## src/rtl/fifo_pkg.sv

```systemverilog
// Shared constants and pointer-code helpers for both sides of the async FIFO.
package fifo_pkg;

    localparam int DEF_DATA_WIDTH  = 8;
    localparam int DEF_PTR_WIDTH   = 4;
    localparam int DEF_SYNC_STAGES = 2;
    localparam int MAX_PTR_BITS    = 32;

    // Helpers work on a wide word; callers zero-extend in and truncate out.
    function automatic logic [MAX_PTR_BITS-1:0] gray2bin(input logic [MAX_PTR_BITS-1:0] g);
        logic [MAX_PTR_BITS-1:0] b;
        b[MAX_PTR_BITS-1] = g[MAX_PTR_BITS-1];
        for (int i = MAX_PTR_BITS - 2; i >= 0; i--) begin
            b[i] = b[i+1] ^ g[i];
        end
        return b;
    endfunction

    function automatic logic [MAX_PTR_BITS-1:0] bin2gray(input logic [MAX_PTR_BITS-1:0] b);
        return b ^ (b >> 1);
    endfunction

endpackage

```

## src/rtl/fifo_ptr_sync.sv

```systemverilog
// Multi-flop synchronizer for a Gray-coded pointer crossing into clk.
module fifo_ptr_sync #(
    parameter int WIDTH  = 5,
    parameter int STAGES = 2
) (
    input  logic             clk,
    input  logic             rst_n,
    input  logic [WIDTH-1:0] d_i,
    output logic [WIDTH-1:0] q_o
);

    logic [WIDTH-1:0] sync_q [STAGES];

    always_ff @(posedge clk or negedge rst_n) begin
        if (!rst_n) begin
            for (int i = 0; i < STAGES; i++) begin
                sync_q[i] <= '0;
            end
        end else begin
            sync_q[0] <= d_i;
            for (int i = 1; i < STAGES; i++) begin
                sync_q[i] <= sync_q[i-1];
            end
        end
    end

    assign q_o = sync_q[STAGES-1];

endmodule

```

## src/rtl/fifo_read_ctrl.sv

```systemverilog
// Read-side controller of an async FIFO: pointer sync, empty/level, pop strobe, data return.
// Define FIFO_RD_OUTREG_EN to add an output register stage (two-cycle read latency).
module fifo_read_ctrl
    import fifo_pkg::*;
#(
    parameter int DATA_WIDTH  = DEF_DATA_WIDTH,
    parameter int PTR_WIDTH   = DEF_PTR_WIDTH,
    parameter int SYNC_STAGES = DEF_SYNC_STAGES
) (
    input  logic                  r_clk,
    input  logic                  rresetn,
    input  logic                  flush,
    input  logic                  rd_enable,
    input  logic [PTR_WIDTH:0]    write_ptr_gray,
    input  logic [DATA_WIDTH-1:0] mem_rdata,
    output logic [PTR_WIDTH-1:0]  mem_raddr,
    output logic                  fifo_rd_enable,
    output logic [PTR_WIDTH:0]    read_ptr,
    output logic [PTR_WIDTH:0]    read_ptr_gray,
    output logic                  empty,
    output logic [PTR_WIDTH:0]    rd_level,
    output logic [DATA_WIDTH-1:0] rd_data,
    output logic                  rd_valid
);

    localparam int PW = PTR_WIDTH + 1;

    logic [PW-1:0] wptr_gray_sync;
    logic [PW-1:0] wptr_sync;
    logic [PW-1:0] read_ptr_q, read_ptr_d;
    logic [PW-1:0] read_ptr_gray_q;
    logic          valid_q;

    fifo_ptr_sync #(
        .WIDTH  (PW),
        .STAGES (SYNC_STAGES)
    ) u_wptr_sync (
        .clk   (r_clk),
        .rst_n (rresetn),
        .d_i   (write_ptr_gray),
        .q_o   (wptr_gray_sync)
    );

    assign wptr_sync = PW'(gray2bin(MAX_PTR_BITS'(wptr_gray_sync)));

    assign empty          = (read_ptr_q == wptr_sync);
    assign fifo_rd_enable = rd_enable & ~empty & ~flush;
    assign rd_level       = wptr_sync - read_ptr_q;
    assign mem_raddr      = read_ptr_q[PTR_WIDTH-1:0];

    // Flush has priority; fifo_rd_enable is already masked by flush.
    always_comb begin
        read_ptr_d = read_ptr_q;
        if (flush) begin
            read_ptr_d = '0;
        end else if (fifo_rd_enable) begin
            read_ptr_d = read_ptr_q + PW'(1);
        end
    end

    // Gray pointer registered from the next binary value so the crossing bus never glitches.
    always_ff @(posedge r_clk or negedge rresetn) begin
        if (!rresetn) begin
            read_ptr_q      <= '0;
            read_ptr_gray_q <= '0;
            valid_q         <= 1'b0;
        end else begin
            read_ptr_q      <= read_ptr_d;
            read_ptr_gray_q <= PW'(bin2gray(MAX_PTR_BITS'(read_ptr_d)));
            valid_q         <= fifo_rd_enable;
        end
    end

    assign read_ptr      = read_ptr_q;
    assign read_ptr_gray = read_ptr_gray_q;

`ifdef FIFO_RD_OUTREG_EN
    logic                  out_valid_q;
    logic [DATA_WIDTH-1:0] out_data_q;

    always_ff @(posedge r_clk or negedge rresetn) begin
        if (!rresetn) begin
            out_valid_q <= 1'b0;
            out_data_q  <= '0;
        end else if (flush) begin
            out_valid_q <= 1'b0;
            out_data_q  <= '0;
        end else begin
            out_valid_q <= valid_q;
            if (valid_q) begin
                out_data_q <= mem_rdata;
            end
        end
    end

    assign rd_valid = out_valid_q;
    assign rd_data  = out_data_q;
`else
    // Memory data is valid in the cycle after the strobe; gate it so idle/reset output is zero.
    assign rd_valid = valid_q;
    assign rd_data  = valid_q ? mem_rdata : '0;
`endif

endmodule

```

## config.mk

```make
export PLATFORM = sky130hd
export DESIGN_NAME = fifo_read_ctrl
export DESIGN_NICKNAME = d
export VERILOG_FILES = /design/src/rtl/fifo_pkg.sv /design/src/rtl/fifo_ptr_sync.sv /design/src/rtl/fifo_read_ctrl.sv
export SDC_FILE = /design/constraint.sdc
export NUM_CORES = 1
export LEC_CHECK = 0
export BUFFER_PORTS_ARGS = -buffer_cell sky130_fd_sc_hd__buf_2
export CAP_MARGIN = 20
export CORE_MARGIN = 1
export CORE_UTILIZATION = 44
export CTS_BUF_LIST = sky130_fd_sc_hd__clkbuf_4 sky130_fd_sc_hd__clkbuf_8
export DETAILED_ROUTE_END_ITERATION = 10
export GPL_TIMING_DRIVEN = 0
export MAX_ROUTING_LAYER = met4
export PLACE_DENSITY = 0.81
export SKIP_CTS_REPAIR_TIMING = 1
export SLEW_MARGIN = 20
export SYNTH_ARGS = -nofsm -noshare
export SYNTH_HDL_FRONTEND = slang
export SYNTH_HIERARCHICAL = 1
export SYNTH_SLANG_ARGS = --single-unit
```

## constraint.sdc

```tcl
create_clock -name r_clk -period 2.8 [get_ports r_clk]
set_input_delay 0.56 -clock r_clk [delete_from_list [all_inputs] [get_ports r_clk]]
set_output_delay 0.56 -clock r_clk [all_outputs]
set_load 0.02 [all_outputs]
```

==> metrics.cfg <==
[worst_setup_path]
required_ns = 2.24
r2r_end = read_ptr_gray[1]
reg2reg_from = u_wptr_sync/q_o[3]
critPathLaunchType = flip-flop
r2r_slack_ns = 0.08
crit_end = rd_level[4]
cp.arrival_ns = 2.77
cp_max_fo = 2
crit_type = flip-flop to output port
cp-startpoint = u_wptr_sync/q_o[3]
worst-r2r-cell-count = 11
end_kind = output port

[cts]
cts_tree = done
cts.sinks = 20
htree_levels = 1
clock_latency_ns = 0.31
cts-root-buf = clkbuf_4
ctsLongestPathBuffers = 2
cts_buffers = 3
path_clk_slew_ns = 0.12

[min_path]
holdCritPathClass = input port to asynchronous set/reset pin

[grt]
grt_max_degree = 21
grt_pass1_wl_microns = 3390
grt_antenna_before_repair = 0
grt_overflow = 0
grt_pass1_vias = 812
grt_use_total_pct = 18.5

[floorplan]
die_y_microns = 52.0
coreArea_sq_um = 2280
initial_utilization_pct = 48.3
die_x_microns = 52.0
die_area_sq_um = 2700
io_pins = 47
fp-row-count = 17

[logic_synthesis]
synth.avg_cell_area_sq_um = 11.4
yosysWarnings = 6
synth_cell_types = 23
syn_area_sq_um = 1100
synth_seq_area_share_pct = 45.6
synthCells = 96
ys_seq_elements = 20
synth_fp_nets = 119

[detailed_routing]
wirelength_microns = 2140
drc = 0
dr_total_vias = 844
post_drt_wl_per_cell_microns = 12.0
drtIter0Drc = 6
first_pass_iters = 2
vias_per_cell = 4.72
antenna_left = 0

[sta]
finalHoldViolCount = 0
setup_ws_ns = -0.529
maxSlewViolCount = 0
max_freq_mhz = 300
setup_viol = 6
slew_headroom_pct = 67.1
worst_slew_pin_slew_ns = 0.493
rsz0062_at_grt = true
finClkSkew_ns = 0.00526
fin_crit_sh_pct = 119
period_needed_ns = 3.33

[cells_and_area]
postLayoutCoreUtil_pct = 68.2
antenna_cells = 0
layout.nets = 175
multi_input_area_sq_um = 548
layout-drive-gt1-share_pct = 56.3
area_delta_synth_final_pct = 41.2
final_cells = 179
seq_area_sq_um = 502
n_fill_cell = 177

[power]
power_density_nw_per_um2 = 566
power_frac_clock_pct = 27.1
power_switching_uw = 272
power_frac_seq_pct = 36.4
p_leak_nw = 0.822
irDropWorstVdd_uv = 500
swShare_pct = 30.9
p_comb_share_pct = 36.5
intPower_uw = 607
total_power_uw = 879

[placement]
hpwl_microns = 1650
gp_congestion = 0.734
numPortBuffers = 46
placed_cells = 170

[outcome]
status = complete, but fails checks
violations = setup timing

[job]
max_cap_violations = 0

-- synth_stat cells (all sizes together) --
library cell,n,area share [%]
dfrtp,20,46
buf,11,7.3
and2,9,5.1
nor2,8,2.7
xnor2,8,7.1
inv,6,2.0
a21oi,5,2.3
ha,5,5.7
mux2,4,4.1
mux2i,4,3.6
xor2,4,5.2
nor2b,3,1.7
a21o,2,1.4
nand4,2,1.1
a21boi,1,1.7
and4,1,0.80
clkbuf,1,0.34
fa,1,1.8
nand2,1,0.34
-- cells in the final DEF (no fill, tap or decap), types with 2 or more instances in the layout --
cell type / instances
buf_4: 16
buf_6: 6
a21oi_1: 3
nor2b_1: 2
nor2_1: 8
clkbuf_4: 3
a21oi_2: 2
ha_1: 4
and2_1: 9
inv_1: 5
mux2i_1: 3
buf_2: 40
xnor2_1: 6
mux2_2: 2
xnor2_2: 2
dfrtp_1: 19
xor2_2: 3
nand4_1: 2
a21o_1: 2
-- worst min path at each step --
stage,from,endpoint,cells past startpoint
after floorplan,rresetn,rd_valid,0
after global placement,u_wptr_sync/sync_q[7],u_wptr_sync/q_o[2],0
after detailed placement,u_wptr_sync/sync_q[5],u_wptr_sync/q_o[0],0
after CTS,rresetn,u_wptr_sync/sync_q[8],1
after global routing,rresetn,u_wptr_sync/sync_q[5],1
final,rresetn,u_wptr_sync/sync_q[8],1
-- layout make-up --
type	count	area share, %
Multi-Input combinational cell	58	35.3
Sequential cell	20	32.3
Timing Repair Buffer	54	21.1
Buffer	9	4.11
Tap cell	28	2.26
Clock inverter	1	1.94
Clock buffer	3	1.45
Inverter	6	1.45
-- critical path, stage by stage (launching register included) --
cell,delay (ns)
dfrtp_1,0.46
xor2_4,0.22
xor2_2,0.21
xor2_2,0.18
xnor2_1,0.15
ha_2,0.20
inv_2,0.04
fa_2,0.36
a21o_1,0.20
a21oi_2,0.17
xnor2_2,0.13
buf_4,0.16
-- power groups by stage --
stage	Combinational (mW)	Sequential, mW	Clock (mW)
final	0.321	0.319	0.238
after detailed placement	0.270	0.323	0
after CTS	0.271	0.317	0.246
after global routing	0.348	0.322	0.258
after global placement	0.261	0.322	0
after floorplan	0.183	0.333	0
-- through the flow --
step / hold WS (ns) / instance area, sq um / setup TNS, ns / setup slack, ns
2_1_floorplan: 0.264 / 1140 / -0.0660 / -0.0660
3_3_place_gp: 0.333 / 1410 / -0.436 / -0.252
3_5_place_dp: 0.336 / 1410 / -0.591 / -0.330
4_1_cts: 0.170 / 1460 / -2.78 / -0.704
5_1_grt: 0.188 / 1550 / -2.27 / -0.663
6_report: 0.165 / 1550 / -1.41 / -0.529
-- cell families after synthesis --
family	Yosys count	synth area share, %
adder cells (fa/ha/maj)	6	7.52
AO/OA/AOI/OAI	8	5.35
XOR/XNOR	12	12.3
AND/OR/NAND/NOR	24	11.8
buffers and inverters	18	9.68
multiplexers	8	7.74
flip-flops	20	45.6
-- flip-flops by register name, indices dropped and copies added, names as in the netlist --
register,flops
read_ptr_gray,5
u_wptr_sync/q_o,5
u_wptr_sync/sync_q,5
read_ptr,4
rd_valid,1
-- layer usage --
metal  vias up  global-route usage, %  part of all wire (%)
met3        10                   2.92                   6.0
li1        405                      -                     -
met4         0                   11.7                   4.0
met2        43                   32.3                    51
met1       386                   19.2                    39
met5         -                      -                     0
Power figures use the tool's default switching activity.
